$ cat src/rtl/seq_alu_pkg.sv
// rtl/seq_alu_pkg.sv - opcode, error code and FSM state definitions for the sequential ALU
package seq_alu_pkg;

   localparam logic [3:0] OP_NOP    = 4'h0;
   localparam logic [3:0] OP_ILL    = 4'h1;
   localparam logic [3:0] OP_ADD    = 4'h2;
   localparam logic [3:0] OP_SUB    = 4'h3;
   localparam logic [3:0] OP_MUL    = 4'h4;
   localparam logic [3:0] OP_DIV    = 4'h5;
   localparam logic [3:0] OP_MOD    = 4'h6;
   localparam logic [3:0] OP_OR     = 4'h7;
   localparam logic [3:0] OP_AND    = 4'h8;
   localparam logic [3:0] OP_XOR    = 4'h9;
   localparam logic [3:0] OP_NAND   = 4'hA;
   localparam logic [3:0] OP_NOR    = 4'hB;
   localparam logic [3:0] OP_XNOR   = 4'hC;
   localparam logic [3:0] OP_NOT    = 4'hD;
   localparam logic [3:0] OP_PRESET = 4'hE;
   localparam logic [3:0] OP_RESET  = 4'hF;

   localparam logic [1:0] ERR_NONE    = 2'b00;
   localparam logic [1:0] ERR_UNDER   = 2'b01;
   localparam logic [1:0] ERR_DIVZ    = 2'b10;
   localparam logic [1:0] ERR_ILLEGAL = 2'b11;

   typedef enum logic [1:0] {
      ST_IDLE = 2'd0,
      ST_MUL  = 2'd1,
      ST_DIV  = 2'd2
   } state_t;

endpackage

$ cat src/rtl/seq_muldiv_unit.sv
// rtl/seq_muldiv_unit.sv - iterative shift-add multiplier and restoring divider, one bit per cycle
module seq_muldiv_unit #(
   parameter int WIDTH = 16
) (
   input  logic               clk_i,
   input  logic               rst_ni,
   input  logic               start_i,
   input  logic               mode_div_i,
   input  logic [WIDTH-1:0]   a_i,
   input  logic [WIDTH-1:0]   b_i,
   output logic               done_o,
   output logic [2*WIDTH-1:0] product_o,
   output logic [WIDTH-1:0]   quotient_o,
   output logic [WIDTH-1:0]   remainder_o
);

   localparam int CW = $clog2(WIDTH + 1);

   logic               run_q;
   logic               div_q;
   logic [CW-1:0]      cnt_q;
   logic [2*WIDTH-1:0] prod_q;
   logic [2*WIDTH-1:0] mcand_q;
   logic [WIDTH-1:0]   mplier_q;
   logic [WIDTH-1:0]   rem_q;
   logic [WIDTH-1:0]   quo_q;
   logic [WIDTH-1:0]   dvsr_q;

   logic [2*WIDTH-1:0] prod_d;
   logic [WIDTH:0]     trial;
   logic               restore;
   logic [WIDTH-1:0]   rem_d;
   logic [WIDTH-1:0]   quo_d;

   always_comb begin
      prod_d  = prod_q + (mplier_q[0] ? mcand_q : '0);
      trial   = {rem_q, quo_q[WIDTH-1]} - {1'b0, dvsr_q};
      restore = trial[WIDTH];
      // The partial remainder is always below the divisor, so its MSB is zero when restoring.
      rem_d   = restore ? {rem_q[WIDTH-2:0], quo_q[WIDTH-1]} : trial[WIDTH-1:0];
      quo_d   = {quo_q[WIDTH-2:0], ~restore};
   end

   // Results are the next-state values so the owner can capture them on the final iteration edge.
   assign done_o      = run_q && (cnt_q == CW'(WIDTH - 1));
   assign product_o   = prod_d;
   assign quotient_o  = quo_d;
   assign remainder_o = rem_d;

   always_ff @(posedge clk_i) begin
      if (!rst_ni) begin
         run_q    <= 1'b0;
         div_q    <= 1'b0;
         cnt_q    <= '0;
         prod_q   <= '0;
         mcand_q  <= '0;
         mplier_q <= '0;
         rem_q    <= '0;
         quo_q    <= '0;
         dvsr_q   <= '0;
      end else if (start_i) begin
         run_q    <= 1'b1;
         div_q    <= mode_div_i;
         cnt_q    <= '0;
         prod_q   <= '0;
         mcand_q  <= {{WIDTH{1'b0}}, a_i};
         mplier_q <= b_i;
         rem_q    <= '0;
         quo_q    <= a_i;
         dvsr_q   <= b_i;
      end else if (run_q) begin
         cnt_q <= cnt_q + CW'(1);
         if (div_q) begin
            rem_q <= rem_d;
            quo_q <= quo_d;
         end else begin
            prod_q   <= prod_d;
            mcand_q  <= mcand_q << 1;
            mplier_q <= mplier_q >> 1;
         end
         if (done_o) begin
            run_q <= 1'b0;
         end
      end
   end

endmodule

$ cat src/rtl/seq_alu_accumulator.sv
// rtl/seq_alu_accumulator.sv - accumulator ALU with valid/ready input and iterative MUL/DIV/MOD
module seq_alu_accumulator
   import seq_alu_pkg::*;
#(
   parameter int WIDTH      = 16,
   parameter bit ERR_STICKY = 1'b0
) (
   input  logic               clk_i,
   input  logic               rst_ni,
   input  logic               in_valid_i,
   output logic               in_ready_o,
   input  logic [3:0]         op_i,
   input  logic [WIDTH-1:0]   in_i,
   output logic [2*WIDTH-1:0] out_o,
   output logic               done_o,
   output logic               busy_o,
   output logic [1:0]         err_o
);

   localparam int AW = 2 * WIDTH;

   function automatic logic [AW-1:0] zext(input logic [WIDTH-1:0] x);
      return {{WIDTH{1'b0}}, x};
   endfunction

   state_t          state_q;
   logic [AW-1:0]   acc_q;
   logic [1:0]      err_q;
   logic            done_q;
   logic            busy_q;
   logic            ready_q;
   logic            rem_sel_q;

   logic [WIDTH-1:0] a;
   logic             accept;
   logic             is_mul;
   logic             is_div;
   logic             start;
   logic [AW-1:0]    sc_acc;
   logic [1:0]       sc_err;
   logic [1:0]       sc_err_next;
   logic [1:0]       md_err_next;

   logic             md_done;
   logic [AW-1:0]    md_product;
   logic [WIDTH-1:0] md_quotient;
   logic [WIDTH-1:0] md_remainder;

   assign a      = acc_q[WIDTH-1:0];
   assign accept = in_valid_i & ready_q;
   assign is_mul = (op_i == OP_MUL);
   assign is_div = (op_i == OP_DIV) || (op_i == OP_MOD);
   // Divide by zero stays a single-cycle op and never launches the iterative core.
   assign start  = accept & (is_mul | (is_div & (in_i != '0)));

   always_comb begin
      sc_acc = acc_q;
      sc_err = ERR_NONE;
      case (op_i)
         OP_ILL:  sc_err = ERR_ILLEGAL;
         OP_ADD:  sc_acc = zext(a) + zext(in_i);
         OP_SUB: begin
            sc_acc = zext(a) - zext(in_i);
            if (a < in_i) sc_err = ERR_UNDER;
         end
         OP_DIV, OP_MOD: begin
            sc_acc = '0;
            sc_err = ERR_DIVZ;
         end
         OP_OR:     sc_acc = zext(a | in_i);
         OP_AND:    sc_acc = zext(a & in_i);
         OP_XOR:    sc_acc = zext(a ^ in_i);
         OP_NAND:   sc_acc = zext(~(a & in_i));
         OP_NOR:    sc_acc = zext(~(a | in_i));
         OP_XNOR:   sc_acc = zext(~(a ^ in_i));
         OP_NOT:    sc_acc = zext(~a);
         OP_PRESET: sc_acc = '1;
         OP_RESET:  sc_acc = '0;
         default:   sc_acc = acc_q;
      endcase
   end

   assign sc_err_next = ERR_STICKY ? ((op_i == OP_RESET) ? ERR_NONE : (err_q | sc_err)) : sc_err;
   assign md_err_next = ERR_STICKY ? err_q : ERR_NONE;

   seq_muldiv_unit #(.WIDTH(WIDTH)) u_muldiv (
      .clk_i       (clk_i),
      .rst_ni      (rst_ni),
      .start_i     (start),
      .mode_div_i  (is_div),
      .a_i         (a),
      .b_i         (in_i),
      .done_o      (md_done),
      .product_o   (md_product),
      .quotient_o  (md_quotient),
      .remainder_o (md_remainder)
   );

   always_ff @(posedge clk_i) begin
      if (!rst_ni) begin
         state_q   <= ST_IDLE;
         acc_q     <= '0;
         err_q     <= ERR_NONE;
         done_q    <= 1'b0;
         busy_q    <= 1'b0;
         ready_q   <= 1'b1;
         rem_sel_q <= 1'b0;
      end else begin
         done_q <= 1'b0;
         case (state_q)
            ST_IDLE: begin
               if (start) begin
                  state_q   <= is_mul ? ST_MUL : ST_DIV;
                  busy_q    <= 1'b1;
                  ready_q   <= 1'b0;
                  rem_sel_q <= (op_i == OP_MOD);
               end else if (accept) begin
                  acc_q  <= sc_acc;
                  err_q  <= sc_err_next;
                  done_q <= 1'b1;
               end
            end
            ST_MUL, ST_DIV: begin
               if (md_done) begin
                  if (state_q == ST_MUL) acc_q <= md_product;
                  else acc_q <= rem_sel_q ? zext(md_remainder) : zext(md_quotient);
                  err_q   <= md_err_next;
                  done_q  <= 1'b1;
                  busy_q  <= 1'b0;
                  ready_q <= 1'b1;
                  state_q <= ST_IDLE;
               end
            end
            default: begin
               state_q <= ST_IDLE;
               busy_q  <= 1'b0;
               ready_q <= 1'b1;
            end
         endcase
      end
   end

   assign in_ready_o = ready_q;
   assign busy_o     = busy_q;
   assign done_o     = done_q;
   assign err_o      = err_q;
   assign out_o      = acc_q;

endmodule
$ cat config.mk
export PLATFORM = sky130hd
export DESIGN_NAME = seq_alu_accumulator
export DESIGN_NICKNAME = d
export VERILOG_FILES = /design/src/rtl/seq_alu_pkg.sv /design/src/rtl/seq_muldiv_unit.sv /design/src/rtl/seq_alu_accumulator.sv
export SDC_FILE = /design/constraint.sdc
export NUM_CORES = 1
export LEC_CHECK = 0
export ABC_AREA = 1
export CAP_MARGIN = 20
export CORE_ASPECT_RATIO = 1.4
export CORE_MARGIN = 8
export CORE_UTILIZATION = 40
export DETAILED_ROUTE_END_ITERATION = 6
export PLACE_DENSITY = 0.58
export SYNTH_ARGS = -nofsm -noshare
export SYNTH_HDL_FRONTEND = slang
export SYNTH_HIERARCHICAL = 1
export SYNTH_SLANG_ARGS = --single-unit
$ cat constraint.sdc
create_clock -name clk_i -period 3.6 [get_ports clk_i]
set_input_delay 0.72 -clock clk_i [delete_from_list [all_inputs] [get_ports clk_i]]
set_output_delay 0.72 -clock clk_i [all_outputs]
set_load 0.05 [all_outputs]
# Yosys cells after proc, flatten, opt, wreduce, memory -nomap -nowiden
# Cells that the tools add are included.
# op_classes
n_addsub	5
order_cmp	1
n_eq_ne	24
mux	40
bitwise	14
n_reduce_logical	19
# ops
op	count
32-bit case mux with 11 select lines	1
16-bit 2-to-1 mux	11
32-bit 2-to-1 mux	5
16-bit inverter	4
32-bit case mux with 2 select lines	1
32-bit adder	1
4-bit == test, second input constant	8
16-bit by 16-bit adder with 17-bit output	1
16-bit by 16-bit subtractor with 17-bit output	1
17-bit by 16-bit subtractor with 17-bit output	1
16-bit AND	1
4-bit by 3-bit == test with 1-bit output, second input constant	4
16-bit < comparator	1
16-bit bitwise OR	1
16-bit nonzero test	1
16-bit bitwise XOR	1
12-bit by 2-bit != test with 1-bit output, second input constant	1
2-bit AND reduction	6
1-bit 2-to-1 mux	11
2-bit 2-to-1 mux	5
2-bit != test, second input constant	5
4-bit by 2-bit == test with 1-bit output, second input constant	2
2-bit case mux with 2 select lines	2
1-bit case mux with 2 select lines	3
17 further kinds	25
# totals
register_bits	175
input_bits	23
wordCells	120

# Longest topological paths before layout
# Gate-level depths: netlist of the first run.
# logic_depth
depth_word	7
depth_mapped	21
depth_no_buf	20

# Modules after synthesis
# Netlist of the first run, hierarchy kept.
# by_module_without_submodules
mod	instances	cells_per_inst	area_each_um2	seq_area_each_um2
seq_muldiv_unit	1	1557	9253.9	2702.6
seq_alu_accumulator	1	1034	5655.4	800.8

# Worst setup path after synthesis of the first run
# Ideal clock, no wire load.
# synth_timing
path_type	reg2reg
startpoint	register u_muldiv.mplier_q[0]
endpoint	register acc_q[16], in the netlist out_o[16]
setup_time_ns	0.117
arrival_time_ns	2.537
required_ns	3.483
path_slack_ns	0.945
stages_incl_launch_ff	21
path_buffers	2
synth_period_minus_slack_ns	2.655
cell_sequence	dfxtp_1 -> clkbuf_1 -> clkbuf_1 -> nand2_1 -> inv_1 -> ha_1 -> inv_1 -> fa_1 -> inv_1 -> nand3_1 -> nand3_1 -> nand2_1 -> nand2_1 -> nand2_1 -> nand2_1 -> xnor2_1 -> inv_1 -> nand2_1 -> nand4_1 -> nor2_1 -> a21oi_2
# synth_between
elab_chain_cells	5
# synth_rtl
item	line_no	text
start, declared	seq_muldiv_unit.sv:24	logic [WIDTH-1:0] mplier_q;
start signal, assigned	seq_muldiv_unit.sv:67	mplier_q <= b_i;
start signal, assigned	seq_muldiv_unit.sv:79	mplier_q <= mplier_q >> 1;
32-bit 2-to-1 mux	seq_muldiv_unit.sv:36	prod_d = prod_q + (mplier_q[0] ? mcand_q : '0);
32-bit adder	seq_muldiv_unit.sv:36	
net md_product[16]	seq_alu_accumulator.sv:45	logic [AW-1:0] md_product;
32-bit 2-to-1 mux	seq_alu_accumulator.sv:125	if (state_q == ST_MUL) acc_q <= md_product;
32-bit 2-to-1 mux	seq_alu_accumulator.sv:124	if (md_done) begin
32-bit case mux with 2 select lines	seq_alu_accumulator.sv:110	case (state_q)
end signal, assigned	seq_alu_accumulator.sv:125	
end signal, assigned	seq_alu_accumulator.sv:126	else acc_q <= rem_sel_q ? zext(md_remainder) : zext(md_quotient);
end, declared	seq_alu_accumulator.sv:27	logic [AW-1:0] acc_q;
# The timed path passes the listed nets, and every way through them passes these cells. The select of a mux whose other input is x is not followed.
# A chain may end at the register's enable or synchronous reset.

# Worst setup path after layout of the first run
# layout_timing
startpoint	register u_muldiv.quo_q[15]
endpoint	register acc_q[13], in the netlist out_o[13]
# layout_between
elab_chain_cells	6
# layout_rtl
item	line_no	text
start, declared	seq_muldiv_unit.sv:26	logic [WIDTH-1:0] quo_q;
start signal, assigned	seq_muldiv_unit.sv:69	quo_q <= a_i;
start signal, assigned	seq_muldiv_unit.sv:75	quo_q <= quo_d;
17-bit by 16-bit subtractor with 17-bit output	seq_muldiv_unit.sv:37	trial = {rem_q, quo_q[WIDTH-1]} - {1'b0, dvsr_q};
16-bit 2-to-1 mux	seq_muldiv_unit.sv:40	rem_d = restore ? {rem_q[WIDTH-2:0], quo_q[WIDTH-1]} : trial[WIDTH-1:0];
net md_remainder[13]	seq_alu_accumulator.sv:47	logic [WIDTH-1:0] md_remainder;
16-bit 2-to-1 mux	seq_alu_accumulator.sv:126	
32-bit 2-to-1 mux	seq_alu_accumulator.sv:125	
32-bit 2-to-1 mux	seq_alu_accumulator.sv:124	
32-bit case mux with 2 select lines	seq_alu_accumulator.sv:110	
# The timed path passes the listed nets, and every way through them passes these cells. The select of a mux whose other input is x is not followed.

==> results of run 1 <==
-- sequential cells by signal, summed over array words and instances, names as in the netlist --
name,flops
u_muldiv/quo_q,16
u_muldiv/cnt_q,5
u_muldiv/rem_q,16
u_muldiv/div_q,1
in_ready_o,1
u_muldiv/mcand_q,32
u_muldiv/prod_q,32
u_muldiv/run_q,1
u_muldiv/dvsr_q,16
u_muldiv/mplier_q,16
err_o,2
out_o,32
done_o,1
state_q,2
rem_sel_q,1
busy_o,1
-- critical path, cell delays in order, from the launching register on --
cell and delay, ns:
dfxtp_1 0.37, inv_1 0.06, ha_1 0.23, fa_1 0.42, inv_1 0.12, nand2_1 0.06, nand2_1 0.07, nand3_1 0.09
nand2_2 0.16, nand2_4 0.10, nand3_4 0.19, nand2_4 0.21, nand2_1 0.13, nand2_1 0.09, nand2_1 0.08, nand3_1 0.10
a21oi_1 0.45, a21oi_1 0.14
-- cells by family after synthesis --
kind of cell	after synthesis	share of synthesized area (%)
compound gates	324	12.1
simple gates	1396	38.3
flops	175	23.5
xor+xnor	30	1.76
buf+inv	560	15.2
fa+ha+maj	106	9.10
-- power breakdown --
group          switching [mW]  internal [mW]
clock                   0.921          0.984
combinational            1.34          0.605
sequential              0.122           2.04
total                    2.38           3.63
-- cell usage in the layout (no fill, tap or decap), types with 5 or more instances in the layout --
| cell type | n |
|---|---|
| o22ai_1 | 26 |
| inv_2 | 20 |
| xor2_1 | 25 |
| o21ai_1 | 11 |
| nor2_2 | 7 |
| nand3_1 | 169 |
| nand2_4 | 5 |
| o21bai_1 | 7 |
| nand3b_1 | 5 |
| nand2_1 | 867 |
| o2111ai_1 | 5 |
| o21ai_0 | 67 |
| xnor2_1 | 5 |
| nor2_1 | 271 |
| nand2_2 | 16 |
| dfxtp_1 | 175 |
| buf_4 | 45 |
| clkdlybuf4s50_1 | 59 |
| o211ai_1 | 5 |
| a21oi_1 | 156 |
| nand4_1 | 27 |
| a31oi_1 | 34 |
| buf_12 | 5 |
| clkbuf_16 | 17 |
| inv_1 | 434 |
| nor3_1 | 16 |
| ha_1 | 102 |
-- layout make-up --
cell class	count	area share (%)
clock buffer	19	2.61
inverter	456	10.3
timing repair buffer	109	6.21
clock inverter	13	0.876
sequential	175	21.2
tap	467	3.53
multi-input combinational	1856	55.3
-- Yosys cell counts (all sizes together), types with 4 or more instances --
cell type  instances  area share (%)
inv              454              11
nand2            888              23
fa                 4            0.54
ha               102             8.6
o21bai             7            0.35
o211ai             5            0.25
clkbuf            45             1.2
xnor2              5            0.29
buf               59             2.5
nand3            172             6.0
nand3b             5            0.25
dfxtp            175              23
o22ai             26             1.1
nor2             279             7.1
o2111ai            5            0.29
and2               4            0.17
xor2              25             1.5
nor3              17            0.65
a21oi            160             5.6
a31oi             34             1.4
nand4             27             1.1
o21ai             78             2.6
-- final timing paths --
kind,to,from,cells after the start
min reg2reg,busy_o$_SDFFE_PN0P_,busy_o$_SDFFE_PN0P_,2
min,busy_o$_SDFFE_PN0P_,busy_o$_SDFFE_PN0P_,2
max reg2reg,out_o[13]$_SDFFE_PN0P_,u_muldiv/quo_q[15]$_SDFFE_PN0P_,17
max,out_o[13]$_SDFFE_PN0P_,u_muldiv/quo_q[15]$_SDFFE_PN0P_,17
-- per-stage QoR --
stage	power (mW)	hold slack (ns)	area, um2	cells	utilization [%]
final	6.01	0.469	16600	3095	45.0
after detailed placement	4.13	0.458	16000	3063	43.5
after CTS	6.04	0.470	16600	3095	45.0
after global placement	4.13	0.459	16000	3063	43.5
after floorplan	3.46	0.441	14900	2591	-
after global routing	6.31	0.480	16600	3095	45.0
-- per-layer routing --
layer,up-vias,share of wire [%],track usage (%)
met2,473,51,47.8
met4,0,6.2,15.8
li1,8073,-,-
met3,146,3.8,2.65
met1,7332,39,28.6
met5,-,0,0
==> results.md, run 1 <==
* WS Path Type: reg -> reg
* MaxCap Viol Count at 0
* CP Data Required Time at 3.92 ns
* DR iter-0 viols at 1161
* PortBufs at 59
* Crit start category: flop
* Post-detail-place hpwl at 45.8 mm
* Area grow syn2layout at 11.1%
* Initial core utilization at 40.6%
* Final Hold Vio Count at 0
* Multi-input logic area at 9160 um2
* Ratio of cells with drive above 1 in the final layout at 5.29%
* Sequential area share after synthesis at 23.5%
* CTS Buf Count at 17
* Post-DRT Antenna Nets at 0
* Via density at 5.18
* Syn_area_per_cell at 5.75 um2
* PwrDens at 363 nW/um2
* Final setup violation count at 0
* Die area at 43800 um2
* Ant. Diodes at 0
* Hold Crit Class: reg -> reg
* Die H at 244 um
* Vias in the first global route at 15.4k
* Std-Cell Rows at 83
* Total GRT Usage at 26.2%
* Nets at 2744
* Fmax at 0.313 GHz
* Count of cell types in the netlist at 48
* Clk sink count at 175
* Syn Nets at 2720
* RSZ-0062 raised after global routing: false
* Worst Setup End Kind: flop
* WL final at 57.2 mm
* Post-synth ARST share at 0%
* Worst EP arrival at 3.52 ns
* Post-CTS sizing at 0
* Final worst-path cycle share at 88.9%
* DR DRC count at 7
* R2r setup slk at 0.40 ns
* Synth Flop Type: dfxtp_1
* Max-slew headroom at 44.0%
* Ports at 60
* Seq cells post-synth at 175
* Number of synthesized flops with an enable pin at 0
* FF+latch area at 3500 um2
* GRT overflow at 0
* Die Wd at 179 um
* Fillers at 4109
* Worst-margin pin slew at 0.838 ns
* Largest net degree at the start of global routing at 66
* Hold-fix buffers, CTS at 0
* Failing checks: design-rule violations
* Clock tree buffer depth at 2
* Clock transition at path regs at 0.08 ns
* First-pass GRT wire length at 88.0 mm
* Status: complete, but fails checks
* CP max FO at 15
* Setup TNS Final at 0 ns
* Worst VDD drop at 0.305 mV
* Max Slew Vio Count at 0
* Clock skew at 0.0127 ns
* Place WS at 0.119 ns
* Static leakage at 9.05 nW
* Final worst slack at 0.401 ns
* Worst-Skew Late Latency at 0.45 ns
* Via count at 16.0k
* Synthesized cell area at 14900 um2
* Root buf cell: clkbuf_16
* Core Region at 36800 um2
* Postcts setup bufs at 0
* Final min period at 3.20 ns
* TritonCTS clock tree: done
* Synth Instances at 2591
* Ys Warns at 6
* DR pass1 iterations at 7
* Antenna violations before repair at 0
* Gpl congestion at 1.00
* H-Tree Depth at 4
* Wire length per cell at 18.5 um
Power figures use the tool's default switching activity.
==> inputs of run 2 (changes only) <==
--- a/config.mk
+++ b/config.mk
@@ -16,3 +16,4 @@
 export SYNTH_HDL_FRONTEND = slang
 export SYNTH_HIERARCHICAL = 1
 export SYNTH_SLANG_ARGS = --single-unit
+export TNS_END_PERCENT = 5
==> results of run 2 <==
The final DEF is identical to that of run 1; final timing and power are the same.
==> inputs of run 3 (changes only) <==
--- a/config.mk
+++ b/config.mk
@@ -8,7 +8,6 @@
 export ABC_AREA = 1
 export CAP_MARGIN = 20
 export CORE_ASPECT_RATIO = 1.4
-export CORE_MARGIN = 8
 export CORE_UTILIZATION = 40
 export DETAILED_ROUTE_END_ITERATION = 6
 export PLACE_DENSITY = 0.58
==> constraint.sdc (replaced) <==
create_clock -name clk_i -period 3 [get_ports clk_i]
set_input_delay 0.6 -clock clk_i [delete_from_list [all_inputs] [get_ports clk_i]]
set_output_delay 0.6 -clock clk_i [all_outputs]
set_load 0.05 [all_outputs]
==> results.md, run 3 (synthesized netlist as in run 1, its figures left out) <==
* PortBufs at 59
* Gpl congestion at 1.02
* RSZ-0062 raised after global routing: false
* Total GRT Usage at 31.9%
* Final min period at 2.80 ns
* Crit start category: flop
* Std-Cell Rows at 83
* Clock tree buffer depth at 2
* Worst r2r path cells at 20
* Status: finished clean
* PwrDens at 430 nW/um2
* Worst Hold End: busy_o$_SDFFE_PN0P_
* TritonCTS clock tree: done
* Worst-Skew Late Latency at 0.46 ns
* Clock skew at 0.0142 ns
* H-Tree Depth at 4
* First-pass GRT wire length at 90.9 mm
* Via count at 16.6k
* WL final at 59.6 mm
* Worst EP arrival at 3.18 ns
* CP max FO at 5
* CP Data Required Time at 3.38 ns
* DR iter-0 viols at 1148
* Final Hold Vio Count at 0
* Die H at 230 um
* Hold Path Cell Cnt at 2
* CTS Buf Count at 17
* Worst-path cell chain: inv_1, ha_1, fa_2, inv_1, nand2_1, nand2_1, nand3_1, nand2_2, nand2_4, nand2_4, nand2_4, nand2_4, buf_4, buf_4, nand2_2, nand2_1, nand2_1, a311oi_2, nor2_1, a21oi_1
* Postcts setup bufs at 0
* Die Wd at 165 um
* DR DRC count at 0
* Crit path largest cell delay at 0.36 ns
* Ant. Diodes at 0
* Core Region at 36700 um2
* Initial core utilization at 40.7%
* Root buf cell: clkbuf_16
* Post-DRT Antenna Nets at 0
* Max-slew headroom at 49.8%
* Clk network pwr share at 30.1%
* Sw Ratio at 39.9%
* Wire length per cell at 18.5 um
* Via density at 5.15
* Seq pwr share at 33.6%
* Worst-margin pin slew at 0.752 ns
* Reg2reg end: out_o[6]$_SDFFE_PN0P_
* Largest net degree at the start of global routing at 66
* Hold Crit Class: reg -> reg
* Ports at 60
* Clk sink count at 175
* Worst Hold Launch: busy_o$_SDFFE_PN0P_
* Vias in the first global route at 16.1k
* Psw at 3.02 mW
* Crit path max-delay family: simple AND/OR/NAND/NOR gates
* Max Slew Vio Count at 0
* Most frequent cells in the layout: nand2_1, inv_1, nor2_1
* Antenna violations before repair at 0
* Comb pwr share at 36.3%
* MaxCap Viol Count at 0
* Die area at 38100 um2
* GRT overflow at 0
* Area grow syn2layout at 18.1%
* Fmax at 0.358 GHz
* Final core occ at 48.0%
* DR pass1 iterations at 6
* Final worst-path cycle share at 93.2%
* Worst VDD drop at 0.344 mV
* Clock transition at path regs at 0.08 ns
* Final setup violation count at 0
* WS Path Type: reg -> reg
* Worst Setup End Kind: flop
* Pint at 4.54 mW
* Worst Path Buf+Inv at 4
* Tot Pwr at 7.56 mW
* Ratio of cells with drive above 1 in the final layout at 9.99%
* R2r setup slk at 0.20 ns
* Static leakage at 9.67 nW
* Most common cell after layout, fill and taps aside: nand2_1
* Worst path slowest cell: fa_2
* Worst R2R Start: u_muldiv/quo_q[15]$_SDFFE_PN0P_
* Nets at 2869
* Post-detail-place hpwl at 47.8 mm
==> run 3: changes by cell type in the layout (fill, tap and decap cells not counted), moves of 2 or more <==
cell	previous run	this run
nor2_1	271	269
clkbuf_1	2	0
nor2_2	7	9
buf_12	5	9
a311oi_2	0	3
buf_4	45	166
a311oi_1	3	0
clkinv_8	1	4
==> run 3: worst min-delay path, delay by kind of cell, from the launching register on <==
family          cells  cell delay, ns
simple gates        1            0.06
compound gates      1            0.05
flops               1            0.32
==> run 3: routing by layer <==
metal	up-vias	track usage, %	wire [um]
met3	167	3.86	2690
met4	0	19.6	3970
met5	-	0	0
li1	8322	-	-
met2	553	57.4	30000
met1	7551	34.9	22900
==> run 3: worst max path at each step <==
stage	from	end	slack (ns)	depth (start not counted)
final	u_muldiv/quo_q[15]$_SDFFE_PN0P_	out_o[6]$_SDFFE_PN0P_	0.20	20
after global routing	u_muldiv/quo_q[15]$_SDFFE_PN0P_	out_o[6]$_SDFFE_PN0P_	0.01	20
after detailed placement	in_i[0]	out_o[16]$_SDFFE_PN0P_	-0.20	12
after CTS	u_muldiv/quo_q[15]$_SDFFE_PN0P_	out_o[13]$_SDFFE_PN0P_	0.07	18
after floorplan	u_muldiv/mplier_q[0]$_SDFFE_PN0P_	out_o[16]$_SDFFE_PN0P_	0.35	20
after global placement	in_i[0]	out_o[16]$_SDFFE_PN0P_	-0.19	12
==> run 3: final cells by class <==
class	count	area, um2
clock buffer	17	425
clock inverter	15	166
fill	4040	19100
inverter	456	1710
multi-input combinational	1856	9190
sequential	175	3500
tap	467	584
timing repair buffer	234	2020
==> run 3: repair_timing <==
action,in CTS,in global routing
endpoints found under the setup margin,0,7
gates resized for setup,0,9
endpoints found under the hold margin,0,0
hold buffers,0,0
==> run 3: power groups by stage <==
stage / combinational (mW) / sequential, mW / clock (mW)
floorplan: 1.36 / 2.79 / 0
global placement: 2.70 / 2.59 / 0
detailed placement: 2.70 / 2.59 / 0
CTS: 2.71 / 2.54 / 2.33
global route: 2.96 / 2.55 / 2.41
finish: 2.75 / 2.54 / 2.27
==> run 3: per-stage QoR <==
step	setup TNS, ns	hold WS (ns)	cell area [um2]	setup WS, ns	cells
after CTS	0	0.469	17600	0.0720	3220
final	0	0.467	17600	0.204	3220
after global placement	-2.00	0.462	17000	-0.190	3188
after detailed placement	-1.92	0.458	17000	-0.195	3188
after global routing	0	0.486	17600	0.0118	3220
after floorplan	0	0.441	14900	0.345	2591
